<file path="config.mk">
export PLATFORM = sky130hd
export DESIGN_NAME = lmx2492_fifo_spi_master
export DESIGN_NICKNAME = d
export VERILOG_FILES = /design/src/rtl/lmx2492_pkg.sv /design/src/rtl/lmx2492_sck_gen.sv /design/src/rtl/lmx2492_fifo_spi_master.sv
export SDC_FILE = /design/constraint.sdc
export NUM_CORES = 1
export LEC_CHECK = 0
export BUFFER_PORTS_ARGS = -buffer_cell sky130_fd_sc_hd__buf_2
export CAP_MARGIN = 20
export CORE_ASPECT_RATIO = 1.2
export CORE_MARGIN = 2
export CORE_UTILIZATION = 35
export CTS_CLUSTER_DIAMETER = 80
export CTS_CLUSTER_SIZE = 10
export DETAILED_ROUTE_END_ITERATION = 6
export PLACE_DENSITY = 0.59
export REMOVE_ABC_BUFFERS = 1
export SLEW_MARGIN = 15
export SYNTH_ARGS = -nofsm -noshare
export SYNTH_HDL_FRONTEND = slang
export SYNTH_SLANG_ARGS = --single-unit
</file>
<file path="constraint.sdc">
create_clock -name read_clk -period 4.25 [get_ports read_clk]
set_input_delay 0.6375 -clock read_clk [delete_from_list [all_inputs] [get_ports read_clk]]
set_output_delay 0.6375 -clock read_clk [all_outputs]
set_load 0.02 [all_outputs]
</file>
<file path="src/rtl/lmx2492_pkg.sv">
`default_nettype none
// +--------------------------------------------------------------------+
// | lmx2492_pkg : LMX2492 command-frame layout and SPI master FSM codes |
// | rev 1.0                                                            |
// +--------------------------------------------------------------------+
package lmx2492_pkg;

  localparam int c_FRAME_W      = 25;
  localparam int c_VALID_BIT    = 24;
  localparam int c_RW_BIT       = 23;
  localparam int c_ADDR_MSB     = 22;
  localparam int c_ADDR_LSB     = 8;
  localparam int c_DATA_MSB     = 7;
  localparam int c_ADDR_W       = 15;
  localparam int c_DATA_W       = 8;
  localparam int c_SHIFT_W      = 24;
  localparam int c_RX_FIRST_BIT = 16;
  localparam int c_LAST_BIT     = 23;

  typedef logic [2:0] state_t;

  localparam state_t c_ST_IDLE  = 3'd0;
  localparam state_t c_ST_POP   = 3'd1;
  localparam state_t c_ST_LATCH = 3'd2;
  localparam state_t c_ST_SETUP = 3'd3;
  localparam state_t c_ST_SHIFT = 3'd4;
  localparam state_t c_ST_HOLD  = 3'd5;
  localparam state_t c_ST_GAP   = 3'd6;

  function automatic logic [c_FRAME_W-1:0] make_frame(
    input logic                valid,
    input logic                rw,
    input logic [c_ADDR_W-1:0] addr,
    input logic [c_DATA_W-1:0] data
  );
    return {valid, rw, addr, data};
  endfunction

endpackage
`default_nettype wire

</file>
<file path="src/rtl/lmx2492_sck_gen.sv">
`default_nettype none
// +--------------------------------------------------------------------+
// | lmx2492_sck_gen : SCK half-period divider, low phase first per bit  |
// | rev 1.0                                                            |
// +--------------------------------------------------------------------+
module lmx2492_sck_gen #(
  parameter int CLK_DIV = 2
) (
  input  logic clk,
  input  logic rst,
  input  logic i_enable,
  output logic o_sck,
  output logic o_fall_stb
);

  localparam int c_PH_W = (CLK_DIV > 1) ? $clog2(CLK_DIV) : 1;
  localparam logic [c_PH_W-1:0] c_PH_LAST = c_PH_W'(CLK_DIV - 1);

  logic [c_PH_W-1:0] r_phase;
  logic              r_sck;
  logic              w_phase_last;

  assign w_phase_last = (r_phase == c_PH_LAST);

  // Held at phase 0 / SCK low while disabled, so every enable starts a clean low phase.
  always_ff @(posedge clk) begin
    if (rst || !i_enable) begin
      r_phase <= '0;
      r_sck   <= 1'b0;
    end else if (w_phase_last) begin
      r_phase <= '0;
      r_sck   <= ~r_sck;
    end else begin
      r_phase <= r_phase + 1'b1;
    end
  end

  assign o_sck      = r_sck;
  assign o_fall_stb = i_enable & w_phase_last & r_sck;

endmodule
`default_nettype wire

</file>
<file path="src/rtl/lmx2492_fifo_spi_master.sv">
`default_nettype none
// +--------------------------------------------------------------------+
// | lmx2492_fifo_spi_master : pops 25-bit command words, drives SPI     |
// | rev 1.0                                                            |
// +--------------------------------------------------------------------+
module lmx2492_fifo_spi_master
  import lmx2492_pkg::*;
#(
  parameter int CLK_DIV  = 2,
  parameter int CS_SETUP = 2,
  parameter int CS_GAP   = 4
) (
  input  logic                 read_clk,
  input  logic                 sys_rst,
  input  logic                 adsdata_fifo_empty,
  input  logic [c_FRAME_W-1:0] read_data_i,
  output logic                 read_data_en,
  output logic                 spi_csb,
  output logic                 spi_sck,
  output logic                 spi_sdi,
  input  logic                 spi_sdo,
  output logic [c_DATA_W-1:0]  rd_data_o,
  output logic [c_ADDR_W-1:0]  rd_addr_o,
  output logic                 rd_data_valid,
  output logic                 busy
);

  localparam int c_CNT_MAX = (CS_SETUP > CS_GAP) ?
                             ((CS_SETUP > CLK_DIV) ? CS_SETUP : CLK_DIV) :
                             ((CS_GAP > CLK_DIV) ? CS_GAP : CLK_DIV);
  localparam int c_CNT_W   = $clog2(c_CNT_MAX + 1);

  state_t               r_state;
  state_t               w_state_nxt;
  logic [c_CNT_W-1:0]   r_cnt;
  logic [4:0]           r_bit_cnt;
  logic [c_SHIFT_W-1:0] r_shift;
  logic                 r_rw;
  logic [c_ADDR_W-1:0]  r_addr;
  logic [c_DATA_W-1:0]  r_rx;
  logic [c_DATA_W-1:0]  r_rd_data;
  logic [c_ADDR_W-1:0]  r_rd_addr;
  logic                 r_rd_valid;

  logic w_shift_en;
  logic w_in_frame;
  logic w_bit_end;
  logic w_last_bit;
  logic w_setup_done;
  logic w_hold_done;
  logic w_gap_done;

  lmx2492_sck_gen #(
    .CLK_DIV(CLK_DIV)
  ) u_sck_gen (
    .clk       (read_clk),
    .rst       (sys_rst),
    .i_enable  (w_shift_en),
    .o_sck     (spi_sck),
    .o_fall_stb(w_bit_end)
  );

  assign w_last_bit   = (r_bit_cnt == 5'(c_LAST_BIT));
  assign w_setup_done = (r_cnt == c_CNT_W'(CS_SETUP - 1));
  assign w_hold_done  = (r_cnt == c_CNT_W'(CLK_DIV - 1));
  assign w_gap_done   = (r_cnt == c_CNT_W'(CS_GAP - 1));

  // r_cnt times SETUP/HOLD/GAP and restarts from zero on every state change.
  always_ff @(posedge read_clk) begin
    if (sys_rst) begin
      r_state <= c_ST_IDLE;
      r_cnt   <= '0;
    end else begin
      r_state <= w_state_nxt;
      r_cnt   <= (w_state_nxt != r_state) ? '0 : r_cnt + 1'b1;
    end
  end

  always_comb begin
    w_state_nxt = r_state;
    case (r_state)
      c_ST_IDLE:  if (!adsdata_fifo_empty) w_state_nxt = c_ST_POP;
      c_ST_POP:   w_state_nxt = c_ST_LATCH;
      c_ST_LATCH: w_state_nxt = read_data_i[c_VALID_BIT] ? c_ST_SETUP : c_ST_GAP;
      c_ST_SETUP: if (w_setup_done) w_state_nxt = c_ST_SHIFT;
      c_ST_SHIFT: if (w_bit_end && w_last_bit) w_state_nxt = c_ST_HOLD;
      c_ST_HOLD:  if (w_hold_done) w_state_nxt = c_ST_GAP;
      c_ST_GAP:   if (w_gap_done) w_state_nxt = c_ST_IDLE;
      default:    w_state_nxt = c_ST_IDLE;
    endcase
  end

  always_comb begin
    read_data_en = (r_state == c_ST_POP);
    busy         = (r_state != c_ST_IDLE);
    w_shift_en   = (r_state == c_ST_SHIFT);
    w_in_frame   = (r_state == c_ST_SETUP) || (r_state == c_ST_SHIFT) || (r_state == c_ST_HOLD);
    spi_csb      = ~w_in_frame;
    spi_sdi      = w_in_frame & r_shift[c_SHIFT_W-1];
  end

  // Shifting on the bit-end strobe moves SDI exactly as SCK drops into the next low phase.
  always_ff @(posedge read_clk) begin
    if (sys_rst) begin
      r_shift    <= '0;
      r_rw       <= 1'b0;
      r_addr     <= '0;
      r_rx       <= '0;
      r_bit_cnt  <= '0;
      r_rd_data  <= '0;
      r_rd_addr  <= '0;
      r_rd_valid <= 1'b0;
    end else begin
      r_rd_valid <= 1'b0;
      if (r_state == c_ST_LATCH) begin
        r_shift <= read_data_i[c_SHIFT_W-1:0];
        r_rw    <= read_data_i[c_RW_BIT];
        r_addr  <= read_data_i[c_ADDR_MSB:c_ADDR_LSB];
      end
      if (w_shift_en) begin
        if (w_bit_end) begin
          r_shift <= {r_shift[c_SHIFT_W-2:0], 1'b0};
          if (r_bit_cnt >= 5'(c_RX_FIRST_BIT)) r_rx <= {r_rx[c_DATA_W-2:0], spi_sdo};
          if (!w_last_bit) r_bit_cnt <= r_bit_cnt + 1'b1;
        end
      end else begin
        r_bit_cnt <= '0;
      end
      if ((r_state == c_ST_HOLD) && w_hold_done && r_rw) begin
        r_rd_data  <= r_rx;
        r_rd_addr  <= r_addr;
        r_rd_valid <= 1'b1;
      end
    end
  end

  assign rd_data_o     = r_rd_data;
  assign rd_addr_o     = r_rd_addr;
  assign rd_data_valid = r_rd_valid;

endmodule
`default_nettype wire
</file>
# Word-level counts from Yosys, hierarchy flattened
# Index checks and enable logic that the tools add are counted.
[word_totals]
word_cells = 58
register_bits = 85
out_inout_bits = 29
input_bits = 29
[op_classes]
n_reduce_logical = 14
n_addsub = 3
bitwise_logic = 7
magnitude_cmp = 1
mux = 11
eq_ne = 10
[op_table]
columns = ["op", "count"]
rows = [
  ["two-way mux 24 bit", 3],
  ["case mux 3 bit (7 select lines)", 1],
  ["two-way mux 3 bit", 6],
  ["equality test 3 x 2 -> 1 bit, second input constant", 3],
  ["equality test 3 bit, second input constant", 3],
  ["equality test 3 x 1 -> 1 bit, second input constant", 2],
  ["OR reduction 2 bit", 3],
  ["adder 5 x 1 -> 5 bit, second input constant", 1],
  ["equality test 5 bit, second input constant", 1],
  ["greater-or-equal comparator 5 bit, second input constant", 1],
  ["inverter 1 bit", 4],
  ["adder 3 x 1 -> 3 bit, second input constant", 1],
  ["AND 1 bit", 3],
  ["logical AND 1 bit", 3],
  ["logical NOT 3 bit", 1],
  ["logical OR 1 bit", 3],
  ["inequality test 3 bit", 1],
  ["AND reduction 3 bit", 1],
  ["nonzero test 3 bit", 1],
  ["AND reduction 2 bit", 1],
  ["adder 1 bit, second input constant", 1],
  ["logical NOT 1 bit", 1],
  ["two-way mux 1 bit", 1],
]

# Logic depth before layout (Yosys ltp)
[depth]
ltp_word = 8
mapped_depth = 8

# By module
# Synthesis repeated with hierarchy kept, for this count alone.
[unflattened]
cells_unflattened = 408
area_unflattened_um2 = 3316.9
[modules_own_cells]
columns = ["mod", "seq_area_each_um2", "cells_per_inst", "area_per_inst_um2", "n_inst"]
rows = [
  ["lmx2492_fifo_spi_master", 1661.6, 401, 3246.9, 1],
  ["lmx2492_sck_gen", 40.0, 7, 70.1, 1],
]

# Worst setup path before layout
# OpenSTA, ideal clock, no wires.
[synth_path]
path_kind = "register to output"
startpoint = "register r_state[1]"
endpoint = "output spi_sdi"
stages_incl_launch_ff = 6
n_path_buf = 1
slack_ns = 2.438
arrival_ns = 1.174
cell_sequence = "dfxtp_1 -> buf_2 -> nand2_1 -> nor2_1 -> nor2_1 -> nor2b_1"
[synth_via]
elab_chain_cells = 4
word_cells_on_any_way = 6
cone_classes = "3 x eq/ne; 1 x bitwise; 2 x reduce/logical"
[synth_rtl]
columns = ["element", "line", "rtl"]
rows = [
  ["from (decl)", "lmx2492_fifo_spi_master.sv:33", "state_t r_state;"],
  ["from (signal assigned)", "lmx2492_fifo_spi_master.sv:71", "r_state <= c_ST_IDLE;"],
  ["from (signal assigned)", "lmx2492_fifo_spi_master.sv:74", "r_state <= w_state_nxt;"],
  ["equality test 3 x 2 -> 1 bit or equality test 3 bit (tied branches)", "lmx2492_fifo_spi_master.sv:97", "w_in_frame = (r_state == c_ST_SETUP) || (r_state == c_ST_SHIFT) || (r_state == c_ST_HOLD);"],
  ["logical OR 1 bit", "lmx2492_fifo_spi_master.sv:97", ""],
  ["logical OR 1 bit (*)", "lmx2492_fifo_spi_master.sv:97", ""],
  ["AND 1 bit (*)", "lmx2492_fifo_spi_master.sv:99", "spi_sdi = w_in_frame & r_shift[c_SHIFT_W-1];"],
  ["to (decl)", "lmx2492_fifo_spi_master.sv:20", "output logic spi_sdi,"],
]
# Mark *: on every way between the ends. The rest lies on a longest branch, timed or not.

# Worst setup path in the final report
[layout_path]
startpoint = "register r_state[0]"
endpoint = "output read_data_en"
[layout_via]
elab_chain_cells = 1
[layout_rtl]
columns = ["element", "line", "rtl"]
rows = [
  ["equality test 3 x 1 -> 1 bit", "lmx2492_fifo_spi_master.sv:94", "read_data_en = (r_state == c_ST_POP);"],
  ["to (decl)", "lmx2492_fifo_spi_master.sv:17", "output logic read_data_en,"],
]
# Every way passes these cells.

==> flow_metrics.env <==
export IMPL_r2r_start="r_state[0]"
export IMPL_ios=58
export IMPL_crit_end="read_data_en"
export IMPL_timing_final_crit_share=0.537
export IMPL_antenna_left=0
export IMPL_r2r_end="rd_addr_o[9]"
export IMPL_fp_dieW_um=93.4
export IMPL_grt_setup_unrepaired="no"
export IMPL_grt_overflow=0
export IMPL_tns_ns=0
export IMPL_synth_seq_cells=85
export IMPL_dieArea_um2=10400
export IMPL_cts_resized=0
export IMPL_critPathLaunchType="flip-flop"
export IMPL_fp_coreArea_um2=9420
export IMPL_setup_viol=0
export IMPL_mostFrequentLayoutCells="121 x nand2_1, 85 x dfxtp_1, 57 x buf_2, 49 x a21oi_1, 35 x nor2_1"
export IMPL_drcViolationCount=0
export IMPL_slew_headroom=0.335
export IMPL_ys_top_cells_by_area="dfxtp_1 51%, nand2_1 14%, a21oi_1 7.3%, a311oi_1 6.0%, nor2_1 3.9%"
export IMPL_max_freq_mhz=438
export IMPL_hold_path_class="flip-flop to flip-flop"
export IMPL_holdPathStages=2
export IMPL_ys_seq_area_frac=0.507
export IMPL_row_count=39
export IMPL_routabilityCongestion=0.768
export IMPL_port_buffers=57
export IMPL_detail_route_wl_per_cell_um=12.9
export IMPL_critical_path_class="flip-flop to output port"
export IMPL_postCtsSetupBuffers=0
export IMPL_outcome="finished clean"
export IMPL_yosysTopAreaCell="dfxtp_1"
export IMPL_cts_num_sinks=85
export IMPL_clk_insertion_delay_late_ns=0.33
export IMPL_drtIter0Drc=104
export IMPL_final_hold_viol_count=0
export IMPL_nets=480
export IMPL_worstMarginPinSlew_ns=0.995
export IMPL_ctsHoldBuffers=0
export IMPL_rr_worst_depth=4
export IMPL_cp_required_ns=3.61
export IMPL_mappedNetlistArea_um2=3360
export IMPL_ys_async_sr_fraction=0
export IMPL_synth_edf_count=0
export IMPL_layout_commonest_cell="nand2_1"
export IMPL_yosys_warnings=0
export IMPL_p_leak_nw=1.52
export IMPL_syn_avg_cell_area_um2=8.35
export IMPL_syn_to_final_growth_pct=18.6
export IMPL_powerDensity_nw_per_um2=446
export IMPL_vias=2805
export IMPL_die_h_um=111
export IMPL_finalCriticalPeriod_ns=2.28
export IMPL_grt_first_pass_wirelength_mm=12.0
export IMPL_clk_pin_slew_ns=0.06
export IMPL_clockBufferDepth=2
export IMPL_grt_usage=0.146
export IMPL_rrSetupSlack_ns=2.00
export IMPL_antenna_found_initial=0
export IMPL_cts_buffers_inserted=9
export IMPL_cp_arrival_ns=1.65
export IMPL_synth_ff_type="dfxtp_1"
export IMPL_end_kind="output port"
export IMPL_drv_cap=0
export IMPL_layout_drive_gt1_share=0.183
export IMPL_cts_root_buffer="clkbuf_16"
export IMPL_final_core_utilization=0.423
export IMPL_wirelength_mm=7.38
export IMPL_synth_top_area_frac=0.507
export IMPL_num_antenna_cells=0
export IMPL_cts_tree="built"
export IMPL_maxSlewViolCount=0
export IMPL_startpoint="r_state[0]"
export IMPL_vias_per_cell=4.90
export IMPL_vdd_drop_max_mv=0.274
export IMPL_dr_pass1_iters=4
export IMPL_start_util=0.356
export IMPL_clock_skew_final_ns=0.00598
export IMPL_grt_pass1_vias=2523
export IMPL_cts_max_level=3
export IMPL_grt_max_degree=47
export IMPL_synth_cells=402
export IMPL_netlist_cell_type_count=40
export IMPL_path_max_fanout=16
export IMPL_hpwl_mm=4.83
[report_power, final]
| group | switching, mW | leakage, nW | total, mW | internal (mW) |
|---|---|---|---|---|
| Clock | 0.289 | 0.143 | 0.765 | 0.476 |
| Combinational | 0.0895 | 0.689 | 0.148 | 0.0583 |
| Sequential | 0.0304 | 0.688 | 0.863 | 0.833 |
[synthesized netlist by cell type (2+ instances only)]
| master | instances |
|---|---|
| a211oi_1 | 4 |
| buf_2 | 10 |
| ha_1 | 4 |
| buf_6 | 3 |
| nand3_1 | 12 |
| nand2b_1 | 2 |
| inv_1 | 4 |
| clkbuf_1 | 12 |
| nand2_1 | 121 |
| nor3_1 | 5 |
| dfxtp_1 | 85 |
| mux2i_1 | 2 |
| a21oi_1 | 49 |
| nor2_1 | 35 |
| buf_4 | 2 |
| a311oi_1 | 23 |
| xnor2_1 | 4 |
| nor2b_1 | 3 |
[flip-flops by register name, summed over array words and instances (netlist names)]
signal / cells
r_shift: 24
r_addr: 15
rd_addr_o: 15
r_rx: 8
rd_data_o: 8
r_bit_cnt: 5
r_cnt: 3
r_state: 3
r_rw: 1
rd_data_valid: 1
u_sck_gen.o_sck: 1
u_sck_gen.r_phase: 1
[worst min path at each step]
stage                               to         start
after CTS                 rd_addr_o[6]  rd_addr_o[6]
final                     rd_addr_o[6]  rd_addr_o[6]
after floorplan           rd_addr_o[0]     r_addr[0]
after detailed placement  rd_addr_o[6]  rd_addr_o[6]
after global placement    rd_addr_o[5]     r_addr[5]
after global routing      rd_addr_o[7]  rd_addr_o[7]
[kinds of logic (layout without fill, tap and decap cells)]
logic type | after synthesis | count (layout) | synth area share
AO/OA/AOI/OAI | 85 | 85 | 0.164
XOR/XNOR | 4 | 4 | 0.0104
adder cells (fa/ha/maj) | 4 | 4 | 0.0149
buffers and inverters | 32 | 79 | 0.0485
flip-flops | 85 | 85 | 0.507
multiplexers | 2 | 2 | 0.00597
AND/OR/NAND/NOR | 190 | 190 | 0.249
[cell type report]
cell class	count	area [um^2]
clock inverter	2	35.0
clock buffer	11	253
sequential	85	1700
timing repair buffer	62	330
inverter	4	15.0
tap	123	154
fill	994	5440
multi-input combinational	285	1490
[stage by stage]
| stage | hold WS [ns] | std cells | setup slack, ns | cell area (um^2) | power [mW] |
|---|---|---|---|---|---|
| after floorplan | 0.426 | 374 | 2.25 | 3210 | 0.963 |
| after global placement | 0.441 | 558 | 1.98 | 3680 | 1.02 |
| after detailed placement | 0.445 | 558 | 1.94 | 3680 | 1.02 |
| after CTS | 0.454 | 571 | 1.93 | 3970 | 1.79 |
| after global routing | 0.468 | 572 | 1.71 | 3980 | 1.86 |
| final | 0.449 | 572 | 1.97 | 3980 | 1.78 |
[critical path, cell delays in order, from the launching register on]
cell and delay (ns):
dfxtp_1 0.67, inv_1 0.18, nor3_1 0.26, buf_2 0.21
[layer usage]
metal	routed length, um	GRT usage
met3	243	0.0265
met4	123	0.0676
met2	3490	0.224
met1	3510	0.197
met5	0	0
Note: power is estimated with default switching activity, not from simulation.
